===== src/rtl/serial_adder.sv =====
// Bit-serial adder: one full-adder cell plus a carry flop. The operands shift through
// LSB-first, one bit per clock, and the result is handed back over a valid/ready port.

module full_adder (
  input  logic a,
  input  logic b,
  input  logic ci,
  output logic s,
  output logic co
);
  assign s  = a ^ b ^ ci;
  assign co = (a & b) | (ci & (a ^ b));
endmodule

module serial_adder #(
  parameter int WIDTH = 8
) (
  input  logic             clk,
  input  logic             rst,
  input  logic             in_valid,
  output logic             in_ready,
  input  logic [WIDTH-1:0] a,
  input  logic [WIDTH-1:0] b,
  input  logic             cin,
  output logic             out_valid,
  input  logic             out_ready,
  output logic [WIDTH-1:0] sum,
  output logic             cout
);
  localparam int CW = (WIDTH > 1) ? $clog2(WIDTH) : 1;

  typedef enum logic [1:0] {IDLE, RUN, DONE} state_t;

  state_t           state, state_nx;
  logic [WIDTH-1:0] a_sh, b_sh, sum_sh;
  logic             carry;
  logic [CW-1:0]    cnt;
  logic             fa_s, fa_c;
  logic             last;

  full_adder u_fa (
    .a  (a_sh[0]),
    .b  (b_sh[0]),
    .ci (carry),
    .s  (fa_s),
    .co (fa_c)
  );

  assign last      = (cnt == CW'(WIDTH - 1));
  assign in_ready  = (state == IDLE);
  assign out_valid = (state == DONE);

  always_comb begin
    state_nx = state;
    case (state)
      IDLE:    if (in_valid)  state_nx = RUN;
      RUN:     if (last)      state_nx = DONE;
      DONE:    if (out_ready) state_nx = IDLE;
      default:                state_nx = IDLE;
    endcase
  end

  always_ff @(posedge clk or posedge rst) begin
    if (rst) state <= IDLE;
    else     state <= state_nx;
  end

  // sum/cout are loaded only on the RUN->DONE edge, so they hold the last result until the next one
  always_ff @(posedge clk or posedge rst) begin
    if (rst) begin
      a_sh   <= '0;
      b_sh   <= '0;
      sum_sh <= '0;
      carry  <= 1'b0;
      cnt    <= '0;
      sum    <= '0;
      cout   <= 1'b0;
    end else begin
      case (state)
        IDLE: begin
          if (in_valid) begin
            a_sh  <= a;
            b_sh  <= b;
            carry <= cin;
            cnt   <= '0;
          end
        end
        RUN: begin
          sum_sh <= {fa_s, sum_sh[WIDTH-1:1]};
          a_sh   <= {1'b0, a_sh[WIDTH-1:1]};
          b_sh   <= {1'b0, b_sh[WIDTH-1:1]};
          carry  <= fa_c;
          cnt    <= cnt + 1'b1;
          if (last) begin
            sum  <= {fa_s, sum_sh[WIDTH-1:1]};
            cout <= fa_c;
          end
        end
        default: ;
      endcase
    end
  end
endmodule


===== config.mk =====
export PLATFORM = sky130hd
export DESIGN_NAME = serial_adder
export DESIGN_NICKNAME = d
export VERILOG_FILES = /design/src/rtl/serial_adder.sv
export SDC_FILE = /design/constraint.sdc
export NUM_CORES = 1
export LEC_CHECK = 0
export CAP_MARGIN = 10
export CORE_UTILIZATION = 45
export DETAILED_ROUTE_END_ITERATION = 12
export PLACE_DENSITY = 0.7
export SLEW_MARGIN = 5
export SYNTH_ARGS = -nofsm -noshare
export SYNTH_HDL_FRONTEND = slang
export SYNTH_SLANG_ARGS = --single-unit

===== constraint.sdc =====
create_clock -name clk -period 2.1 [get_ports clk]
set_input_delay 0.21 -clock clk [delete_from_list [all_inputs] [get_ports clk]]
set_output_delay 0.21 -clock clk [all_outputs]
set_load 0.02 [all_outputs]

* Yosys cells after proc, flatten, opt, wreduce, memory -nomap -nowiden *
Cells that the tools add are included.

word-level totals
  output and inout port bits = 11
  bits in registers = 39
  word-level logic and storage cells = 37
  input bits = 21

operators by class
  reduce and logical (&&, ||, !) cells = 5
  muxes and demuxes = 12
  equal/unequal tests = 6
  bitwise gates (word level) = 5
  add/sub/neg operators = 1

operator list
  operator             count
  $pmux 8 s2           2
  $mux 8               2
  $mux 2               3
  $pmux 2 s3           1
  $pmux 3 s2           1
  $ne 2x2->1 const B   2
  $reduce_and 2->1     2
  $add 3x1->3 const B  1
  $eq 3x3->1 const B   1
  $mux 3               1
  $reduce_and 3->1     1
  $and 1x1->1          2
  $eq 2x1->1 const B   1
  $eq 2x2->1 const B   1
  $logic_not 2->1      1
  $ne 2x1->1 const B   1
  $pmux 1 s2           1
  $reduce_bool 2->1    1
  $xor 1x1->1          2
  $mux 1               1
  $or 1x1->1           1

* Logic depth before layout (Yosys ltp) *
Gate-level depths: netlist of run 1.

  word-level depth = 4
  gate-level depth with buffers = 5
  mapped depth without buffers = 4

* Cells and area by module *
Synthesis of run 1 repeated with hierarchy kept, for this count alone.

second synthesis, totals
  cell total of the unflattened synthesis = 154
  area total of the unflattened synthesis = 1709.1 sq um

by module, submodules not included
  module        sequential area each (sq um)  times used  area each (sq um)  cells an instance
  serial_adder  950.9                         1           1689.1             153
  full_adder    0.0                           1           20.0               1

* Worst setup path before layout of run 1 *
Ideal clock, no wire load.

  kind = register -> register
  from = reg cnt[0]
  to = reg cout
  stages on the path, launching flop included = 5
  buffers on the path = 0
  data required time = 1975 ps
  path slack = 768 ps
  arrival time = 1208 ps
  period minus slack after synthesis = 1332 ps
  library setup time = 125 ps
  cell sequence = dfrtp_1 > ha_1 > ha_1 > nand2_4 > mux2_2

between the ends
  longest elaborated chain between the ends = 2

RTL lines
  element                            line  RTL
  from (decl)                        37    logic [CW-1:0] cnt;
  from (signal assigned)             93    cnt <= cnt + 1'b1;
  $eq 3x3->1                         49    assign last = (cnt == CW'(WIDTH - 1));
  $reduce_and 2->1 (no source line)  n/a
  to (signal assigned)               77    cout <= 1'b0;
  to (signal assigned)               96    cout <= fa_c;
  to (decl)                          28    output logic cout

No other way between the ends.
A chain may end at the register's enable or synchronous reset.

* Worst setup path in the final report of run 1 *
  from = reg state[0]
  to = out in_ready

between the ends
  longest elaborated chain between the ends = 1

RTL lines
  element                 line  RTL
  from (decl)             34    state_t state, state_nx;
  from (signal assigned)  65    else state <= state_nx;
  $logic_not 2->1         50    assign in_ready = (state == IDLE);
  to (decl)               21    output logic in_ready,

No other way between the ends.

==> run summary, run 1 <==
DP Area = 0.002073 mm^2
Static leakage = 0.9673 nW
Routed wire length = 3.327 mm
Core area = 0.003689 mm^2
Antenna-violating nets left = 0
CTS tree = done
Yosys warning count = 0
Post-synth EDFFs = 0
Total power = 3.088 mW
I/O pins = 32
Post-CTS Repair Setup Buffers = 0
Highest clock rate = 570.0 MHz
Design area = 0.002168 mm^2
Final WS setup = 345.7 ps
Wirelength per Cell = 13.98 um
GRT Residual Overflow = 0
H-Tree Depth = 2
Synth top area share = 54.87%
First-pass GRT wire length = 5.775 mm
CP startpoint = state[0]$_DFFE_PP0P_
Die Wd = 64.06 um
Peak VDD IR = 532.9 uV
DRT Pass-1 Iters = 5
Arrival @ worst endpoint = 1540 ps
Final setup TNS = 0 ps
Iter 0 DRT Violations = 51
Vias in the first global route = 1,284
Worst-Skew Late Latency = 290 ps
Max Cap Violations = 0
Starting Density = 46.98%
Worst slew pin tran = 478.5 ps
Final setup fails = 0
Synth-to-Final Area Change = 25.13%
Hold slack = 328.6 ps
Min Tclk post-route = 1754 ps
# placed instances = 230
R2r startpoint = state[0]$_DFFE_PP0P_
Rel. slew slack = 68.10%
Cts bufs inserted = 5
Hold crit path type = in2async
FFs w/ async S/R, synth = 100.0%
Clock Skews = 6.909 ps
Final period util = 83.54%
WP data required = 1890 ps
Largest area contributor in the netlist = dfrtp_1
Layout Cells excl Fill = 238
Reg clk slew, reported paths = 70 ps
Post-cts resize count = 0
FF+latch count, synth = 38
CP Class = reg2out
Die area = 0.004103 mm^2
Hpwl dp = 2.341 mm
Nets = 213
Ys flop type = dfrtp_1
RD Place Congestion = 0.7867
Vias per cell = 5.218
CTS Hold Bufs = 0
Via count = 1,242
Synth top area cells = dfrtp_1, mux2_2, nand2_1
Ant. Diodes = 0
Synthesized instance count = 156
I/O Buffers = 31
Sequential fraction of the synthesis area = 54.87%
Final core occ = 58.79%
Largest net degree at the start of global routing = 39
Final Hold Viols = 0
Worst slack, placed = 354.2 ps
Avg Inst Size Synth = 11.11 um^2
Total GRT Usage = 18.57%
Largest fanout on the critical path = 4
PD cells = 1424 mW/mm^2
Worst Setup End Kind = primary output
Status = finished, final reports clean
Clk sinks = 38
Critical path startpoint category = register
Syn Nets = 180
Fraction of layout cells with a size suffix above 1 = 14.21%
Max Slew Vio Count = 0
Root Buffer Master = clkbuf_8
Die H = 64.06 um
Clk buf depth = 2
Post-synthesis cell type count = 30
Initial antenna violation count = 0
Drt drc = 0
Netlist Area Pre-Place = 0.001733 mm^2
RSZ-0062 raised after global routing = false
Core Rows = 22
registers in the layout, summed over array words and instances, names as in the netlist:
register	flops
a_sh	8
b_sh	8
sum	8
sum_sh	7
cnt	3
state	2
carry	1
cout	1
critical path: stages (launching register included):
cell	delay (ps)
dfrtp_1	400
nor2_1	200
clkdlybuf4s50_1	650
path summary, 6_finish.rpt:
check                                         to  slack (ps)  cells past startpoint
min reg2reg                sum_sh[1]$_DFFE_PP0P_         470                      2
min                        sum_sh[2]$_DFFE_PP0P_         330                      3
max reg2reg                     cout$_DFFE_PP0P_         520                      4
max in group asynchronous       cout$_DFFE_PP0P_        1430                      3
max                                     in_ready         350                      2
min in group clk           sum_sh[1]$_DFFE_PP0P_         470                      2
final cells by class:
cell class                      count  area (um^2)
Clock buffer                        6        82.58
Inverter                            8        30.03
Timing Repair Buffer               35        340.3
Fill cell                         369         1520
Sequential cell                    38        950.9
Clock inverter                      2        12.51
Tap cell                           48        60.06
Multi-Input combinational cell    101        691.9
kinds of logic (layout without fill, tap and decap cells):
group	Yosys count	count (layout)	synth area share, %
buffers and inverters	17	51	5.198
AOI/OAI and AO/OA	31	31	12.92
adders and majority gates	3	3	2.599
and+or+nand+nor	58	58	18.56
muxes	9	9	5.849
DFF	38	38	54.87
power by group:
group	internal, mW	switching (mW)	total, mW
registers	1.07	0.191	1.27
logic	0.653	0.654	1.31
clock network	0.264	0.253	0.516
cells in the mapped netlist, types with 2 or more instances:
cell      number
o21ai_0        8
buf_2          3
nand2_1       24
nor2_1         3
nor2b_1        3
nor3b_1       11
dfrtp_1       38
mux2_2         9
o221a_1        2
nand3b_1       3
nor3_1         5
nand2b_1       5
buf_4          4
a21oi_1        7
o22a_1         6
a221oi_1       2
inv_1          8
ha_1           2
a22o_1         2
layout by cell type (no fill, tap or decap), drive strengths merged, types with 3 or more instances in the layout:
cell type | Yosys | routed
o22a | 6 | 6
nor3 | 5 | 5
nand2 | 25 | 25
nand2b | 5 | 5
mux2 | 9 | 9
nor2b | 4 | 4
clkbuf | 1 | 6
o221a | 3 | 3
nor2 | 4 | 4
inv | 8 | 8
clkdlybuf4s50 | 0 | 31
buf | 8 | 4
nor3b | 11 | 11
o21ai | 8 | 8
a21oi | 7 | 7
dfrtp | 38 | 38
nand3b | 3 | 3
layer usage:
| metal | GRT usage, % | routed length (um) |
|---|---|---|
| met5 | 0 | 0 |
| met4 | 5.682 | 34 |
| met3 | 4.464 | 140 |
| met2 | 32.45 | 1674 |
| met1 | 22.48 | 1478 |
Power figures use the tool's default switching activity.
==> run 2, diff against run 1 <==
Clock period 2.1 ns to 1.75 ns, I/O delays scaled along.
==> run 2 against run 1 <==
Compared with the run above:
- sequential share of layout area is 1.5 points lower
- total power rose by 31%
- cell area up 3.5%
- critical path depth fell by 1
- combinational power grew 24%
- sequential power rose by 19%
- clock-buffer cell count stayed put
- non-clock buffer count up 3
- hold slack lost 39 ps
- core utilization up 2.0 points
- final cell count up 1.3%
- largest power group unchanged
==> run summary, run 2 (synthesis results as in run 1) <==
DP Area = 0.002096 mm^2 (+1.1%)
I/O pins = 32 (unchanged)
Hold crit path type = in2async
Slowest cell on crit path = clkdlybuf4s50_1
CTS tree = done
H-Tree Depth = 2 (unchanged)
I/O Buffers = 31 (unchanged)
Root Buffer Master = clkbuf_8
Hpwl dp = 2.437 mm (+4.1%)
Worst Setup End Kind = primary output
Final setup TNS = 0 ps (unchanged)
Highest clock rate = 692.7 MHz
Max Cap Violations = 0 (unchanged)
Drt drc = 0 (unchanged)
GRT Residual Overflow = 0 (unchanged)
# fillers = 325 (-12%)
Core Rows = 22 (unchanged)
RSZ-0062 raised after global routing = false
Biggest regs = a_sh (8), b_sh (8), sum (8)
Worst slew pin tran = 470.8 ps (-7.754 ps)
Top delay family on crit path = buffers and inverters
Static leakage = 1.038 nW (+7.3%)
Die H = 64.06 um (unchanged)
Final setup fails = 0 (unchanged)
Min Tclk post-route = 1444 ps
WP data required = 1570 ps (-320 ps)
Synth-to-Final Area Change = 29.46%
Largest net degree at the start of global routing = 39 (unchanged)
Initial antenna violation count = 0 (unchanged)
Design area = 0.002243 mm^2 (+3.5%)
Total power = 4.056 mW (+31%)
Status = finished, final reports clean
Cts bufs inserted = 5 (unchanged)
Vias per cell = 5.220 (about the same)
Core area = 0.003689 mm^2 (unchanged)
Final period util = 82.49%
Die Wd = 64.06 um (unchanged)
Clock network fraction of total power = 22.6% (+5.9 points)
PD cells = 1808 mW/mm^2 (+27%)
Gate power share = 40.1% (-2.2 points)
Fraction of layout cells with a size suffix above 1 = 15.54% (+1.3 points)
Clk buf depth = 2 (unchanged)
Worst-Skew Late Latency = 290 ps (about the same)
CP Class = reg2out
Max Slew Vio Count = 0 (unchanged)
Die area = 0.004103 mm^2 (unchanged)
Clock Skews = 1.877 ps (-5.032 ps)
Clk sinks = 38 (unchanged)
Total GRT Usage = 19.65% (+1.1 points)
Switching Fraction = 33.11% (-2.4 points)
CP Cell Sequence = clkdlybuf4s50_1
Vias in the first global route = 1,318 (+2.6%)
Antenna-violating nets left = 0 (unchanged)
Reg clk slew, reported paths = 70 ps (about the same)
DRT Pass-1 Iters = 4 (-1)
Routed wire length = 3.415 mm (+2.6%)
WP buf/inv = 1 (unchanged)
Critical path startpoint category = register
Via count = 1,258 (+1.3%)
Hold slack = 289.6 ps (-39.03 ps)
Final Hold Viols = 0 (unchanged)
CTS Hold Bufs = 0 (unchanged)
RD Place Congestion = 0.8239 (+4.7%)
Starting Density = 46.98% (unchanged)
Commonest non-fill, non-tap cell in the layout = dfrtp_1
Iter 0 DRT Violations = 89 (+75%)
Nets = 216 (+1.4%)
Sequential share of power = 37.3% (-3.7 points)
CP max stage delay = 610 ps (-40 ps)
Arrival @ worst endpoint = 1270 ps (-270 ps)
Sw power = 1.343 mW (+22%)
Internal power = 2.713 mW (+36%)
Most frequent cells in the layout = dfrtp_1, clkdlybuf4s50_1, nand2_1
Ant. Diodes = 0 (unchanged)
Wirelength per Cell = 14.17 um (+1.4%)
Largest fanout on the critical path = 2 (-2)
First-pass GRT wire length = 5.865 mm (+1.6%)
Peak VDD IR = 667.9 uV (+25%)
Rel. slew slack = 68.61% (+0.52 points)
run 2: cell count changes in the layout (fill, tap and decap cells not counted):
cell	delta
bufinv_16	+2
buf_4	+3
clkinv_2	-1
clkinvlp_4	-1
dlymetal6s2s_1	+2
clkdlybuf4s50_1	-2
run 2: per-layer routing:
| layer | part of all wire, % | routed length [um] | vias to the layer above | track usage, % |
|---|---|---|---|---|
| met2 | 48 | 1632 | 43 | 31.25 |
| met5 | 0 | 0 | - | 0 |
| li1 | - | - | 607 | - |
| met4 | 2.5 | 84 | 0 | 12.50 |
| met1 | 44 | 1509 | 599 | 24.12 |
| met3 | 5.5 | 189 | 9 | 4.286 |
run 2: stage by stage:
stage | setup slack (ps) | utilization [%] | instances
after floorplan | 417.7 | - | 156
after global placement | 302.0 | 56.82 | 233
after detailed placement | 250.2 | 56.82 | 233
after CTS | 26.84 | 60.69 | 241
after global routing | 232.7 | 60.82 | 241
final | 306.4 | 60.82 | 241
run 2: cell type report:
| class | count | area, um^2 | area share, % |
|---|---|---|---|
| clock buffers | 6 | 82.58 | 3.681 |
| clock inverters | 2 | 60.06 | 2.677 |
| inverters | 8 | 30.03 | 1.339 |
| multi-input cells | 101 | 691.9 | 30.84 |
| flip-flops and latches | 38 | 950.9 | 42.39 |
| well taps | 48 | 60.06 | 2.677 |
| repair buffers | 38 | 367.9 | 16.40 |
run 2: what timing repair did:
item / CTS / global route
endpoints found under the hold margin: 0 / 0
setup buffers: 0 / 0
endpoints found under the setup margin: 0 / 2
gates resized for setup: 0 / 2
run 2: worst paths after layout:
path	from	to	slack [ps]	cells past startpoint
max in group asynchronous	rst	b_sh[2]$_DFFE_PP0P_	1130	3
min reg2reg	sum_sh[1]$_DFFE_PP0P_	sum_sh[1]$_DFFE_PP0P_	480	2
max reg2reg	cnt[0]$_DFFE_PP0P_	cout$_DFFE_PP0P_	310	4
min	rst	sum_sh[2]$_DFFE_PP0P_	290	3
max	cout$_DFFE_PP0P_	cout	310	1
min in group clk	b[7]	b_sh[7]$_DFFE_PP0P_	430	3
run 2: power by group through the flow:
stage	combinational [mW]	clock (mW)	sequential (mW)
finish	1.63	0.916	1.51
global route	1.80	0.968	1.58
CTS	1.65	0.932	1.52
detailed placement	1.64	0	1.53
global placement	1.58	0	1.52
floorplan	1.03	0	1.60
==> run 3, diff against run 2 <==
Settings changed: PLACE_DENSITY 0.7 to 0.73.
Clock period 1.75 ns to 1.2 ns, I/O delays scaled along.
==> run 3 against run 2 <==
Compared with the run above:
- the flow now finishes with violations (setup timing)
- sequential share of layout area is 6.8 points lower
- global-route usage increased by 3.8 points
- largest cell class unchanged
- highest routed layer unchanged
- total power grew 66%
- sequential power is 52% higher
- wire length rose by 23%
- critical path depth is 3 higher
- first-iteration DRC count decreased by 11%
==> run summary, run 3 (synthesis results as in run 1) <==
Status = complete, but fails checks
Failing checks = setup timing
Cts bufs inserted = 5 (unchanged)
Design area = 0.002683 mm^2 (+20%)
Root Buffer Master = clkbuf_8
Reg clk slew, reported paths = 70 ps (about the same)
Clock Skews = 4.762 ps (+2.886 ps)
Hpwl dp = 2.610 mm (+7.1%)
Drt drc = 0 (unchanged)
# fillers = 269 (-17%)
RSZ-0062 raised after global routing = true
PD cells = 2504 mW/mm^2 (+38%)
Reg2reg path depth = 4 (unchanged)
First-pass GRT wire length = 7.127 mm (+22%)
Ant. Diodes = 0 (unchanged)
R2r startpoint = state[1]$_DFFE_PP0P_
Starting Density = 46.98% (unchanged)
Total power = 6.716 mW (+66%)
Total GRT Usage = 23.41% (+3.8 points)
Max Slew Vio Count = 0 (unchanged)
Die Wd = 64.06 um (unchanged)
Reg2reg end = sum[0]$_DFFE_PP0P_
Hold crit path type = in2async
Routed wire length = 4.207 mm (+23%)
R2R setup slack = -130 ps (-440 ps)
H-Tree Depth = 2 (unchanged)
Largest fanout on the critical path = 5 (+3)
Hold slack = 179.9 ps (-109.6 ps)
CP Class = reg2reg
Clk sinks = 38 (unchanged)
Final setup fails = 35 (+35)
Via count = 1,452 (+15%)
Clk buf depth = 2 (unchanged)
Initial antenna violation count = 0 (unchanged)
Static leakage = 1.238 nW (+19%)
WP data required = 1380 ps (-190 ps)
GRT Residual Overflow = 0 (unchanged)
Worst-Skew Late Latency = 290 ps (about the same)
I/O Buffers = 31 (unchanged)
# placed instances = 246 (+5.6%)
Critical path startpoint category = register
DRT Pass-1 Iters = 4 (unchanged)
Rel. slew slack = 74.90% (+6.3 points)
Vias in the first global route = 1,538 (+17%)
Wirelength per Cell = 15.64 um (+10%)
Vias per cell = 5.398 (+3.4%)
Largest net degree at the start of global routing = 39 (unchanged)
Nets = 244 (+13%)
Iter 0 DRT Violations = 79 (-11%)
Antenna-violating nets left = 0 (unchanged)
Highest clock rate = 749.8 MHz
Arrival @ worst endpoint = 1510 ps (+240 ps)
Final Hold Viols = 0 (unchanged)
Most frequent cells in the layout = dfrtp_1, nand2_1, clkdlybuf4s50_1, buf_4, buf_6
Worst slew pin tran = 376.5 ps (-94.29 ps)
Core area = 0.003689 mm^2 (unchanged)
Min Tclk post-route = 1334 ps
Worst slack, placed = -258.4 ps (-508.6 ps)
I/O pins = 32 (unchanged)
CP startpoint = state[1]$_DFFE_PP0P_
CTS tree = done
Commonest non-fill, non-tap cell in the layout = dfrtp_1
Final core occ = 72.73% (+12 points)
Fraction of layout cells with a size suffix above 1 = 40.72% (+25 points)
Die H = 64.06 um (unchanged)
Max Cap Violations = 0 (unchanged)
Synth-to-Final Area Change = 54.80%
Core Rows = 22 (unchanged)
DP Area = 0.002240 mm^2 (+6.9%)
Die area = 0.004103 mm^2 (unchanged)
Layout Cells excl Fill = 269 (+12%)
Final WS setup = -133.7 ps (-440.1 ps)
RD Place Congestion = 0.8413 (+2.1%)
Worst Setup End Kind = register
Peak VDD IR = 1240 uV (+86%)
CTS Hold Bufs = 0 (unchanged)
Final setup TNS = -1964 ps (-1964 ps)
Final period util = 111.1%
Biggest regs = a_sh (8), b_sh (8), sum (8)
run 3: cell count changes in the layout (fill, tap and decap cells not counted), sizes merged:
cell / before / now
buf: 7 / 35
bufinv: 2 / 0
clkbuf: 6 / 7
clkdlybuf4s50: 29 / 19
clkinv: 0 / 1
dlygate4sd2: 0 / 10
dlymetal6s2s: 2 / 0
nand2: 25 / 26
o21ba: 1 / 2
run 3: worst max-delay path, stage by stage, from the launching register on:
cell	delay [ps]
dfrtp_2	450
buf_6	130
nor2b_4	210
nand2_4	110
mux2_4	300
run 3: metal layers:
| layer | vias up | GRT usage [%] | wire [um] |
|---|---|---|---|
| li1 | 673 | - | - |
| met1 | 735 | 27.29 | 1766 |
| met2 | 37 | 39.89 | 2184 |
| met3 | 7 | 6.964 | 181 |
| met4 | 0 | 9.659 | 75 |
| met5 | - | 0 | 0 |
run 3: final cells by class:
cell class	instances	area [um^2]	area share, %
Timing Repair Buffer	64	621.8	23.18
Clock buffer	7	86.33	3.218
Clock inverter	1	5.005	0.1866
Tap cell	48	60.06	2.239
Multi-Input combinational cell	103	925.9	34.51
Inverter	8	30.03	1.119
Sequential cell	38	953.4	35.54
run 3: worst max path at each step:
stage | endpoint | cells past startpoint
finish | sum[0]$_DFFE_PP0P_ | 4
global route | sum[0]$_DFFE_PP0P_ | 4
CTS | sum[1]$_DFFE_PP0P_ | 4
detailed placement | b_sh[4]$_DFFE_PP0P_ | 5
global placement | b_sh[4]$_DFFE_PP0P_ | 5
floorplan | cout$_DFFE_PP0P_ | 4
run 3: power by group:
part	total, mW	internal [mW]	switching (mW)
clock network	0.904	0.463	0.440
logic	3.51	1.93	1.58
registers	2.30	1.89	0.416
run 3: repair_timing:
item                       4_1_cts  5_1_grt
gates resized for setup         57       25
pin swaps                       18        8
cloned                           2        0
setup buffers                    7        8
setup endpoints to repair       48       39
